`src/rtl/melody_pkg.sv`:
```
// melody_pkg: shared types and constants for the melody sequencer.
//   state_e      - playback FSM state
//   FreqHz       - C-major frequency (Hz) for note codes 1..15 (index = code - 1)
//   half_period  - tone half-period terminal count for a given clock and note code
package melody_pkg;

   typedef enum logic [1:0] {StIdle, StPlay, StPause, StDone} state_e;

   localparam int unsigned NumNotes = 15;

   localparam int unsigned FreqHz [NumNotes] = '{
      262, 294, 330, 349, 392, 440, 494, 523, 587, 659, 698, 784, 880, 988, 1047
   };

   // round(clk_hz / (2f)) - 1, clamped at 0; code 0 (rest) returns 0.
   function automatic int unsigned half_period(input int unsigned clk_hz,
                                               input int unsigned code);
      int unsigned f;
      int unsigned r;
      if (code == 0 || code > NumNotes) return 0;
      f = FreqHz[code - 1];
      r = (clk_hz + f) / (2 * f);
      return (r == 0) ? 0 : r - 1;
   endfunction

endpackage

```
`src/rtl/tone_gen.sv`:
```
// tone_gen: square-wave generator for one voice.
//   clk, rst   - clock, asynchronous active-high reset
//   note_i     - 4-bit note code, 0 = rest
//   freeze_i   - hold counter and output
//   speak_o    - square-wave output
module tone_gen
   import melody_pkg::*;
#(
   parameter int unsigned CLK_HZ = 1_000_000
) (
   input  logic       clk,
   input  logic       rst,
   input  logic [3:0] note_i,
   input  logic       freeze_i,
   output logic       speak_o
);

   // Code 1 is the lowest pitch, so it sets the counter width.
   localparam int unsigned CW = $clog2(half_period(CLK_HZ, 1) + 2);

   logic [CW-1:0] half_tab [16];
   logic [CW-1:0] cnt_q, cnt_d;
   logic          spk_q, spk_d;
   logic [3:0]    prev_q, prev_d;

   assign half_tab[0] = '0;
   for (genvar k = 1; k < 16; k++) begin : g_tab
      assign half_tab[k] = CW'(half_period(CLK_HZ, k));
   end

   always_comb begin
      cnt_d  = cnt_q;
      spk_d  = spk_q;
      prev_d = note_i;
      if (note_i == 4'd0) begin
         cnt_d = '0;
         spk_d = 1'b0;
      end else if (freeze_i) begin
         prev_d = prev_q;
      end else if (note_i != prev_q) begin
         // New pitch: restart the period, keep the current level.
         cnt_d = '0;
      end else if (cnt_q == half_tab[note_i]) begin
         cnt_d = '0;
         spk_d = ~spk_q;
      end else begin
         cnt_d = cnt_q + CW'(1);
      end
   end

   always_ff @(posedge clk or posedge rst) begin
      if (rst) begin
         cnt_q  <= '0;
         spk_q  <= 1'b0;
         prev_q <= 4'd0;
      end else begin
         cnt_q  <= cnt_d;
         spk_q  <= spk_d;
         prev_q <= prev_d;
      end
   end

   assign speak_o = spk_q;

endmodule

```
`src/rtl/melody_sequencer.sv`:
```
// melody_sequencer: plays a stored score of note codes on NCH square-wave voices.
//   clk, rst          - clock, asynchronous active-high reset
//   start/stop/pause  - control pulses (priority stop > start > pause)
//   loop              - wrap at end of score instead of finishing
//   len               - last step index to play
//   wr_en/addr/data   - score write port, accepted in every state
//   speak             - per-voice square wave
//   led, high         - voice 0 note code, and code >= 8
//   playing, done     - state is PLAY, one-cycle completion pulse
module melody_sequencer
   import melody_pkg::*;
#(
   parameter int unsigned CLK_HZ  = 1_000_000,
   parameter int unsigned BEAT_HZ = 4,
   parameter int unsigned DEPTH   = 256,
   parameter int unsigned NCH     = 2,
   localparam int unsigned AW     = $clog2(DEPTH)
) (
   input  logic              clk,
   input  logic              rst,
   input  logic              start,
   input  logic              stop,
   input  logic              pause,
   input  logic              loop,
   input  logic [AW-1:0]     len,
   input  logic              wr_en,
   input  logic [AW-1:0]     wr_addr,
   input  logic [4*NCH-1:0]  wr_data,
   output logic [NCH-1:0]    speak,
   output logic [3:0]        led,
   output logic              high,
   output logic              playing,
   output logic              done
);

   localparam int unsigned BeatCyc = CLK_HZ / BEAT_HZ;
   localparam int unsigned PW      = $clog2(BeatCyc + 1);
   localparam int unsigned DW      = 4 * NCH;

   logic [DW-1:0] mem [DEPTH];

   state_e        state_q, state_d;
   logic [AW-1:0] step_q, step_d;
   logic [PW-1:0] presc_q, presc_d;
   logic          done_q, done_d;
   logic [DW-1:0] note_q;
   logic          tick;
   logic          active;

   assign tick   = (state_q == StPlay) && (presc_q == PW'(BeatCyc - 1));
   assign active = (state_q == StPlay) || (state_q == StPause);

   // Score RAM: no reset, so stored score survives rst.
   always_ff @(posedge clk) begin
      if (wr_en) mem[wr_addr] <= wr_data;
   end

   // Synchronous read doubles as the note register; a same-cycle write is
   // not visible until the following fetch.
   always_ff @(posedge clk or posedge rst) begin
      if (rst) begin
         note_q <= '0;
      end else if (state_q == StPlay) begin
         note_q <= mem[step_q];
      end else if (state_q != StPause) begin
         note_q <= '0;
      end
   end

   always_comb begin
      state_d = state_q;
      step_d  = step_q;
      presc_d = presc_q;
      done_d  = 1'b0;
      if (stop) begin
         state_d = StIdle;
         step_d  = '0;
         presc_d = '0;
      end else if (start) begin
         state_d = StPlay;
         step_d  = '0;
         presc_d = '0;
      end else begin
         if (pause && state_q == StPlay) begin
            state_d = StPause;
         end else if (pause && state_q == StPause) begin
            state_d = StPlay;
         end
         // The cycle on which pause is sampled still counts as a PLAY cycle.
         if (state_q == StPlay) begin
            if (tick) begin
               presc_d = '0;
               if (step_q < len) begin
                  step_d = step_q + AW'(1);
               end else if (loop) begin
                  step_d = '0;
               end else begin
                  state_d = StDone;
                  done_d  = 1'b1;
               end
            end else begin
               presc_d = presc_q + PW'(1);
            end
         end
      end
   end

   always_ff @(posedge clk or posedge rst) begin
      if (rst) begin
         state_q <= StIdle;
         step_q  <= '0;
         presc_q <= '0;
         done_q  <= 1'b0;
      end else begin
         state_q <= state_d;
         step_q  <= step_d;
         presc_q <= presc_d;
         done_q  <= done_d;
      end
   end

   for (genvar v = 0; v < NCH; v++) begin : g_voice
      tone_gen #(
         .CLK_HZ (CLK_HZ)
      ) u_tone (
         .clk      (clk),
         .rst      (rst),
         .note_i   (active ? note_q[4*v +: 4] : 4'd0),
         .freeze_i (state_q == StPause),
         .speak_o  (speak[v])
      );
   end

   assign led     = note_q[3:0];
   assign high    = note_q[3];
   assign playing = (state_q == StPlay);
   assign done    = done_q;

endmodule

```
`config.mk`:
```
export PLATFORM = sky130hd
export DESIGN_NAME = melody_sequencer
export DESIGN_NICKNAME = d
export VERILOG_FILES = /design/src/rtl/melody_pkg.sv /design/src/rtl/tone_gen.sv /design/src/rtl/melody_sequencer.sv
export SDC_FILE = /design/constraint.sdc
export NUM_CORES = 2
export LEC_CHECK = 0
export CORE_ASPECT_RATIO = 0.75
export CORE_UTILIZATION = 30
export CTS_BUF_LIST = sky130_fd_sc_hd__clkbuf_4 sky130_fd_sc_hd__clkbuf_8 sky130_fd_sc_hd__clkbuf_16
export CTS_CLUSTER_DIAMETER = 40
export DETAILED_ROUTE_END_ITERATION = 10
export GPL_ROUTABILITY_DRIVEN = 0
export GPL_TIMING_DRIVEN = 0
export PLACE_DENSITY_LB_ADDON = 0.25
export REMOVE_ABC_BUFFERS = 1
export SETUP_SLACK_MARGIN = 0.3
export SLEW_MARGIN = 5
export SYNTH_ARGS = -nofsm -noshare
export SYNTH_HDL_FRONTEND = slang
export SYNTH_HIERARCHICAL = 1
export SYNTH_SLANG_ARGS = --single-unit
export TNS_END_PERCENT = 1
```
`constraint.sdc`:
```
create_clock -name clk -period 4.6 [get_ports clk]
set_input_delay 1.38 -clock clk [delete_from_list [all_inputs] [get_ports clk]]
set_output_delay 1.38 -clock clk [all_outputs]
set_load 0.05 [all_outputs]
```
==> summary.txt <==
launching element type of the critical path - flip-flop
antenna violations before repair - 9
Post-synth EDFFs - 2048
Top Metal Used - met4
Syn Inst Count - 4356
clk slew on worst S/H paths - 0.06 ns
Worst Max-Slew Pin Slew - 1.19 ns
skew final - 0.0402 ns
crit end category - flip-flop
Max rail drop VDD - 0.288 mV
DP Area - 0.0902 sq mm
first-pass GRT wire length - 325000 um
Place WS - -0.630 ns
fin crit period - 4.34 ns
Tcrit/Tclk final - 0.943
mux contribution to synthesized area - 0.141
Synth area leaders - edfxtp_1 (73%), mux4_2 (12%), dfrtp_1 (2.1%)
Total Routed Length - 229000 um
Finished Layout Cells - 8367
worst-path fanout max - 55
most common cell in the netlist - edfxtp_1
Yosys reg bits - 2117
clk_lat worst skew - 0.86 ns
DR WL/cell - 27.4 um
LEAKAGE - 29.5 nW
Mapped Area - 0.0842 sq mm
Yosys cell types - 75
area grow syn2layout - 16.3%
simple-gate area share of the yosys netlist - 0.0420
share of cells above drive strength 1 - 0.220
chip height - 461 um
Metal-1 WL - 111000 um
Initial Util - 0.301
vias in the first global route - 42500
chip width - 614 um
GRT overflow - 0
Post-Synth XOR/XNOR Area - 0.00416
Final Hold Fails - 0
port bufs - 39
met3 WL - 15600 um
Core Util, Final - 0.351
nets - 4509
DRT antenna net count - 0
Setup-failing EPs final - 0
Async SR Flop Fraction - 0.0326
Placed Cells - 7957
Num CTS Buffers - 223
syn avg cell area - 19.3 sq um
worst hold slack - 0.500 ns
status - complete, but fails checks
Ports - 40
GRT Util Overall - 0.160
CTS tree - built
reg-to-reg slack, setup - 0.26 ns
largest family of logic cells by synthesized area - multiplexers
critical path type - reg -> reg
Max Cap Viol - 0
Critical Path RT - 5.35 ns
max_slew headroom - 0.206
top post-synthesis cells by count - edfxtp_1 (2048), mux4_2 (455), nor2_1 (359)
FMAX - 231 MHz
H-tree Lvls - 4
CP arrival - 5.09 ns
compound-gate portion of the synthesized area - 0.0396
power per cell area - 427 mW/mm^2
met2 wire length - 98700 um
area leader, netlist - edfxtp_1
failing checks - DRC
Hold Crit Class - reg -> reg
max-slew violations - 0
core area - 0.279 sq mm
RSZ-0062 raised after global routing - true
Post-route DRC - 20
setup TNS - 0 ns
Total Power - 41.8 mW
Clock Path Buffers - 4
sequential fraction of the synthesis area - 0.751
# rows - 168
full die area - 0.283 sq mm
drt pass-1 iters - 9
Yosys top cell area share - 0.731
clk sinks - 2117
largest net degree at the start of global routing - 135
DRC violation total after the first TritonRoute iteration - 4395
warnings from Yosys - 6
adder-cell share of the synthesized area - 0.00446
clock root buffer - clkbuf_16
post-route design area - 0.0979 sq mm
DP HPWL - 143000 um
vias after detailed routing - 42800
Via density - 5.12
worst setup margin - 0.262 ns
Most used DFF post-synth - edfxtp_1
final timing paths:
path	start	to	cells after the start
worst max-delay path	step_q[1]	note_q[3]	11
worst min-delay path	g_voice[0].u_tone/prev_q[0]	g_voice[0].u_tone/prev_q[0]	2
worst max register to register	step_q[1]	note_q[3]	11
worst min register to register	g_voice[0].u_tone/prev_q[0]	g_voice[0].u_tone/prev_q[0]	2
max in group asynchronous	rst	g_voice[0].u_tone/cnt_q[10]	2
min in group asynchronous	rst	presc_q[2]	2
report_power, final:
group	leakage, nW	internal, mW	switching (mW)
logic	6.48	0.826	1.26
clock network	3.65	10.8	7.68
registers	19.3	21.2	0.0372
logic make-up (layout without fill, tap and decap cells):
family	Yosys count	count (layout)
fa+ha+maj	30	30
compound gates	476	476
buf+inv	302	572
flops	2117	2117
mux	615	615
simple gates	776	776
xor+xnor	40	40
other cells	0	1
registers in the layout, indices dropped and copies added (netlist names):
register	flops
mem	2048
g_voice.u_tone/prev_q	8
g_voice.u_tone/cnt_q	22
g_voice.u_tone/speak_o	2
presc_q	18
done	1
note_q	8
state_q	2
step_q	8
critical path, stage by stage, from the launching register on:
cell and delay, ns:
dfrtp_4 0.45, buf_16 0.29, buf_16 0.31, buf_16 0.32, buf_16 0.30, buf_16 0.33, mux4_2 0.38, a22oi_1 0.31
nand2_1 0.17, a21oi_1 0.55, nor3_1 0.27, a32o_1 0.28
layout make-up:
| type | instances | area (sq um) |
|---|---|---|
| timing repair buffer | 137 | 2680 |
| multi-input combinational | 1937 | 19700 |
| tap | 3740 | 4680 |
| sequential | 2117 | 63200 |
| clock inverter | 129 | 1410 |
| antenna | 1 | 2.50 |
| fill | 26100 | 181000 |
| clock buffer | 274 | 6020 |
| inverter | 32 | 120 |
cell usage in the layout (no fill, tap or decap), drive strengths merged, types with 6 or more instances in the layout:
cell type / instances
a211oi: 15
a22o: 14
a221oi: 18
or2: 6
nor4: 6
a32o: 8
dfrtp: 69
nand2: 158
nor3: 24
xor2: 19
a31oi: 9
o22ai: 8
nor2b: 35
mux2: 8
and2: 6
nand4: 34
a21oi: 103
a22oi: 187
clkdlybuf4s50: 31
xnor2: 21
bufinv: 26
o211ai: 19
buf: 103
clkinv: 74
mux4: 455
nand3: 89
nor2: 360
a2111oi: 11
nand2b: 14
inv: 46
ha: 30
o21ai: 54
mux2i: 152
clkinvlp: 15
edfxtp: 2048
and3: 12
clkbuf: 274
per-layer routing:
layer  global-route usage  up-vias
li1                     -    18000
met1                0.254    23100
met2                0.230     1419
met3               0.0249      272
met4               0.0322        0
met5                    0        -
what timing repair did:
action,4_1_cts,5_1_grt
setup buffers,3,0
endpoints found under the setup margin,8,30
gates cloned,3,0
resized for setup,25,5
endpoints found under the hold margin,0,0
pin swaps,2,0
hold buffers,0,0
(Power assumes the default switching activity.)
